### config.mk
export PLATFORM = sky130hd
export DESIGN_NAME = arbitro_rr_mux21_flat
export DESIGN_NICKNAME = d
export VERILOG_FILES = /design/src/rtl/arbitro_rr_mux21_pkg.sv /design/src/rtl/arbitro_rr_mux21_if.sv /design/src/rtl/arbitro_rr_mux21_mux.sv /design/src/rtl/arbitro_rr_mux21.sv /design/src/flat_wrapper.sv
export SDC_FILE = /design/constraint.sdc
export NUM_CORES = 1
export LEC_CHECK = 0
export ABC_AREA = 1
export BUFFER_PORTS_ARGS = -buffer_cell sky130_fd_sc_hd__buf_2
export CAP_MARGIN = 40
export CORE_UTILIZATION = 50
export DETAILED_ROUTE_END_ITERATION = 6
export GPL_ROUTABILITY_DRIVEN = 1
export HOLD_SLACK_MARGIN = 0.03
export PLACE_DENSITY_LB_ADDON = 0.15
export SYNTH_ARGS = -nofsm -noshare
export SYNTH_HDL_FRONTEND = slang
export SYNTH_SLANG_ARGS = --single-unit
### constraint.sdc
create_clock -name clk -period 2 [get_ports clk]
set_input_delay 0.1 -clock clk [delete_from_list [all_inputs] [get_ports clk]]
set_output_delay 0.1 -clock clk [all_outputs]
set_load 0.02 [all_outputs]
### src/rtl/arbitro_rr_mux21_pkg.sv
// Shared types and defaults for the two-requester
// round-robin arbiter feeding a registered 2:1 mux.
package arbitro_pkg;

  localparam int COUNT_W_DEF = 7;
  localparam int DATA_W_DEF  = 2;

  typedef enum logic [1:0] {
    IDLE = 2'b00,
    OWN0 = 2'b01,
    OWN1 = 2'b10
  } state_t;

endpackage

### src/rtl/arbitro_rr_mux21_if.sv
// Requester/downstream handshake bundle.
// slave = the arbiter, master = its environment.
interface arbitro_rr_mux21_if #(
  parameter int DATA_W = 2
);

  logic              valid0;
  logic              valid1;
  logic [DATA_W-1:0] data_in0;
  logic [DATA_W-1:0] data_in1;
  logic              ready0;
  logic              ready1;
  logic              ready_out;
  logic              valid_out;
  logic [DATA_W-1:0] data_out;
  logic              selector;

  modport slave (
    input  valid0, valid1,
    input  data_in0, data_in1,
    input  ready_out,
    output ready0, ready1,
    output valid_out, data_out, selector
  );

  modport master (
    output valid0, valid1,
    output data_in0, data_in1,
    output ready_out,
    input  ready0, ready1,
    input  valid_out, data_out, selector
  );

endinterface

### src/rtl/arbitro_rr_mux21_mux.sv
// 2:1 data mux with an enable-gated output register;
// the select used for the last load is kept alongside.
module mux21_reg #(
  parameter int DATA_W = 2
) (
  input  logic              clk,
  input  logic              rst_n,
  input  logic              en,
  input  logic              sel,
  input  logic [DATA_W-1:0] d0,
  input  logic [DATA_W-1:0] d1,
  output logic [DATA_W-1:0] q,
  output logic              sel_q
);

  logic [DATA_W-1:0] d_mux;

  assign d_mux = sel ? d1 : d0;

  always_ff @(posedge clk or negedge rst_n) begin
    if (!rst_n) begin
      q     <= '0;
      sel_q <= 1'b0;
    end else if (en) begin
      q     <= d_mux;
      sel_q <= sel;
    end
  end

endmodule

### src/rtl/arbitro_rr_mux21.sv
// Round-robin arbiter for two requesters into a
// registered output slot, with saturating grant counters.
import arbitro_pkg::*;

module arbitro_rr_mux21 #(
  parameter int COUNT_W = COUNT_W_DEF,
  parameter int DATA_W  = DATA_W_DEF
) (
  input  logic               clk,
  input  logic               reset_L,
  input  logic               cnt_clear,
  output logic [COUNT_W-1:0] grant_cnt0,
  output logic [COUNT_W-1:0] grant_cnt1,
  arbitro_rr_mux21_if.slave  bus
);

  state_t state, state_n;
  logic   last_grant;
  logic   load_en;
  logic   gnt_vld;
  logic   gnt;
  logic   xfer;
  logic   xfer0;
  logic   xfer1;

  // last_grant resets to 1 so requester 0 wins the first tie
  always_comb begin
    gnt_vld = 1'b0;
    gnt     = 1'b0;
    unique case (1'b1)
      bus.valid0 && bus.valid1: begin
        gnt_vld = 1'b1;
        gnt     = ~last_grant;
      end
      bus.valid0 && !bus.valid1: begin
        gnt_vld = 1'b1;
        gnt     = 1'b0;
      end
      !bus.valid0 && bus.valid1: begin
        gnt_vld = 1'b1;
        gnt     = 1'b1;
      end
      default: ;
    endcase
  end

  assign load_en = !bus.valid_out || bus.ready_out;
  assign xfer    = reset_L && load_en && gnt_vld;
  assign xfer0   = xfer && !gnt;
  assign xfer1   = xfer && gnt;

  always_ff @(posedge clk or negedge reset_L) begin
    if (!reset_L) state <= IDLE;
    else          state <= state_n;
  end

  always_comb begin
    state_n = state;
    if (xfer)         state_n = gnt ? OWN1 : OWN0;
    else if (load_en) state_n = IDLE;
  end

  always_comb begin
    bus.valid_out = (state != IDLE);
    bus.ready0    = xfer0;
    bus.ready1    = xfer1;
  end

  always_ff @(posedge clk or negedge reset_L) begin
    if (!reset_L)  last_grant <= 1'b1;
    else if (xfer) last_grant <= gnt;
  end

  // clear takes priority over a same-cycle increment
  always_ff @(posedge clk or negedge reset_L) begin
    if (!reset_L) begin
      grant_cnt0 <= '0;
      grant_cnt1 <= '0;
    end else if (cnt_clear) begin
      grant_cnt0 <= '0;
      grant_cnt1 <= '0;
    end else begin
      if (xfer0 && grant_cnt0 != '1)
        grant_cnt0 <= grant_cnt0 + 1'b1;
      if (xfer1 && grant_cnt1 != '1)
        grant_cnt1 <= grant_cnt1 + 1'b1;
    end
  end

  mux21_reg #(
    .DATA_W (DATA_W)
  ) u_mux (
    .clk   (clk),
    .rst_n (reset_L),
    .en    (xfer),
    .sel   (gnt),
    .d0    (bus.data_in0),
    .d1    (bus.data_in1),
    .q     (bus.data_out),
    .sel_q (bus.selector)
  );

endmodule

### src/flat_wrapper.sv
// flat-port wrapper written by rule: the top's interface ports become plain ports
module arbitro_rr_mux21_flat 
#(
  parameter int COUNT_W = COUNT_W_DEF,
  parameter int DATA_W  = DATA_W_DEF
)
  (clk, reset_L, cnt_clear, grant_cnt0, grant_cnt1, bus_valid0, bus_valid1, bus_data_in0, bus_data_in1, bus_ready_out, bus_ready0, bus_ready1, bus_valid_out, bus_data_out, bus_selector);
  arbitro_rr_mux21_if #(.DATA_W(DATA_W)) bus_i ();
  input  logic clk;
  input  logic reset_L;
  input  logic cnt_clear;
  output logic [COUNT_W-1:0] grant_cnt0;
  output logic [COUNT_W-1:0] grant_cnt1;
  input wire logic [$bits(bus_i.valid0)-1:0] bus_valid0;
  input wire logic [$bits(bus_i.valid1)-1:0] bus_valid1;
  input wire logic [$bits(bus_i.data_in0)-1:0] bus_data_in0;
  input wire logic [$bits(bus_i.data_in1)-1:0] bus_data_in1;
  input wire logic [$bits(bus_i.ready_out)-1:0] bus_ready_out;
  output wire logic [$bits(bus_i.ready0)-1:0] bus_ready0;
  output wire logic [$bits(bus_i.ready1)-1:0] bus_ready1;
  output wire logic [$bits(bus_i.valid_out)-1:0] bus_valid_out;
  output wire logic [$bits(bus_i.data_out)-1:0] bus_data_out;
  output wire logic [$bits(bus_i.selector)-1:0] bus_selector;
  assign bus_i.valid0 = bus_valid0;
  assign bus_i.valid1 = bus_valid1;
  assign bus_i.data_in0 = bus_data_in0;
  assign bus_i.data_in1 = bus_data_in1;
  assign bus_i.ready_out = bus_ready_out;
  assign bus_ready0 = bus_i.ready0;
  assign bus_ready1 = bus_i.ready1;
  assign bus_valid_out = bus_i.valid_out;
  assign bus_data_out = bus_i.data_out;
  assign bus_selector = bus_i.selector;
  arbitro_rr_mux21 #(.COUNT_W(COUNT_W), .DATA_W(DATA_W)) u_core (.clk(clk), .reset_L(reset_L), .cnt_clear(cnt_clear), .grant_cnt0(grant_cnt0), .grant_cnt1(grant_cnt1), .bus(bus_i));
endmodule
==> run metrics <==
Yosys reg bits 20; endpoints failing setup 0; total grt overflow 0; die height 50.63 um; area of the die 2563 um2; min cycle time layout 1824 ps; Clk pwr share 25.3%; crit-path max FO 5; drc violations 0; most common cell after layout, fill and taps aside nand2_1; vias per inst 4.941; Syn Inst Count 152; class of the worst hold path input pin to asynchronous set/reset pin; Mapped Nets 164; WS Path Type flop to flop; crit path cell chain nand2_1, nand2_4, nand4_2, inv_1, nand2_1, nand3_1, dlygate4sd3_1; static leakage 0.8456 nW; Synth top area share 40.21%; Final TNS setup 0 ps; max-slew violation count 0; Flop pwr share 49.9%; Core Rows 17; Yosys cell types 24; IO Port Bufs 29; Sw Pwr 0.2922 mW; Hold Buf Count CTS 7; fin crit share 91.22%; Max Cap Viol 0; post-DR wirelength/cell 11.49 um; Mean Syn Cell Area 7.779 um2; first-pass GRT wire length 4.153 mm; Top Ports 30; Synth Area in Simple Gates 42.96%; CP required 2240 ps; placed insts 209; CTS tree done; initial antenna violation count 0; RSZ-0062 raised after global routing false; Routed WL 2.528 mm; leading area contributor after synthesis dfrtp_1; DRT antenna net count 0; sequential area share after synthesis 42.43%; vias in the first global route 945; cell family with most CP delay buffers and inverters; core area 2212 um2; non-filler instance count after layout 220; gr usage total 22.22%; Critical Path End Type flop; DR pass1 iterations 4; Reg clk slew, reported paths 110 ps; crit path from u_core.last_grant$_DFFE_PN1P_; post-synthesis compound-gate area fraction 2.434%; XOR/XNOR Fraction of Synth Area 2.963%; gpl congestion 0.8069; main combinational cell family by area after synthesis simple AND/OR/NAND/NOR gates; Max VDD drop 380.4 uV; YS warnings 0; critical path arrival 2070 ps; synthesized area 1182 um2; Net count, final 205; Clk Tree Root Cell clkbuf_4; Worst path max stage delay 550 ps; Post-Synth Adder-Cell Area 2.116%; Max Fclk 548.1 MHz; P&R area growth vs syn 24.76%; layout cell share with drive strength beyond 1 28.13%; post-CTS setup buffer count 0; antenna diode count 0; dpl hpwl 1.828 mm; Resized Gates After CTS 0; DR iter-0 viols 22; Top cell by count, worst path nand2_1; main area contributors after synthesis dfrtp_1 (40%), nand2_1 (14%), nand3_1 (12%); multiplexer share of the synthesized area 0%; depth of the CTS H-tree 1; Reg-to-Reg Start u_core.last_grant$_DFFE_PN1P_; TritonCTS buffer count 3; Int Power 0.6374 mW; final hold vios 0; initial core utilization 53.45%; most frequent cells in the layout nand2_1 (44), buf_2 (29), nand3_1 (28); clock sink count 20; Horiz. Die Dim 50.63 um; Switching Share 31.43%; crit path max-delay cell type dfstp_2; largest net degree at the start of global routing 21; Slew headroom 85.73%; clock latency reported for the late side of the worst-skew pair 300 ps; Worst Max-Slew Pin Slew 213.2 ps; buffer and inverter count on the worst path 2; worst clock skew 4.201 ps; logic gate share of total power 24.8%; Power per Cell Area 630.2 nW/um2; status finished clean; CTS max path bufs 2; via count 1,087; Startpoint Class flop
-- registers in the layout (all words and copies together), names as in the netlist --
name	cells
u_core.grant_cnt0	7
u_core.grant_cnt1	7
u_core.last_grant	1
u_core.state	2
u_core.u_mux.q	2
u_core.u_mux.sel_q	1
-- per-layer routing --
layer	global-route usage, %	part of all wire (%)	up-vias
li1	-	-	560
met1	29.29	49	499
met2	36.89	47	26
met3	3.030	3.6	2
met4	8.333	0.67	0
met5	0	0	-
-- power by group through the flow --
stage	sequential, mW	clock, mW	combinational, mW
6_report	0.464	0.235	0.231
3_3_place_gp	0.469	0	0.204
4_1_cts	0.464	0.247	0.231
5_1_grt	0.469	0.264	0.253
3_5_place_dp	0.472	0	0.209
2_1_floorplan	0.496	0	0.110
-- synthesized netlist by cell type, drive strengths merged --
library cell,count
inv,20
or2,1
ha,2
xnor2,1
nand3,29
nor2,17
o21ai,2
buf,1
a21oi,3
clkbuf,1
dfrtp,19
xor2,3
nand2,49
dfstp,1
nor3b,1
nand4,2
-- path summary, 6_finish.rpt --
kind | end | slack, ps | cells past startpoint
min reg2reg | u_core.last_grant$_DFFE_PN1P_ | 480 | 2
max | u_core.u_mux.q[0]$_DFFE_PN0P_ | 180 | 7
max in group asynchronous | u_core.last_grant$_DFFE_PN1P_ | 1310 | 3
max reg2reg | u_core.u_mux.q[0]$_DFFE_PN0P_ | 180 | 7
min | u_core.grant_cnt1[4]$_DFFE_PN0P_ | 170 | 2
min in group clk | u_core.grant_cnt0[6]$_DFFE_PN0P_ | 200 | 4
-- cell families (layout without fill, tap and decap cells) --
| kind of cell | Yosys count | in the layout |
|---|---|---|
| adders and majority gates | 2 | 2 |
| xor gates and xnor gates | 4 | 4 |
| and+or+nand+nor | 99 | 99 |
| DFF | 20 | 20 |
| AOI/OAI and AO/OA | 5 | 5 |
| buffers and inverters | 22 | 62 |
-- cell type report --
class / count / area, um2
Fill cell: 199 / 737.0
Sequential cell: 20 / 501.7
Tap cell: 28 / 35.03
Multi-Input combinational cell: 110 / 596.8
Timing Repair Buffer: 38 / 230.2
Inverter: 20 / 75.07
Clock buffer: 4 / 36.28
-- metrics by stage --
step	setup slack (ps)	hold WS, ps	total power [mW]	area, um2	util, %
6_report	175.5	165.9	0.9296	1475	66.69
4_1_cts	185.2	156.8	0.9418	1475	66.69
3_3_place_gp	641.6	-36.51	0.6725	1369	61.88
5_1_grt	87.36	161.5	0.9851	1475	66.69
2_1_floorplan	603.2	-195.6	0.6061	1182	-
3_5_place_dp	624.3	-36.51	0.6808	1369	61.88
Note: power is estimated with default switching activity, not from simulation.
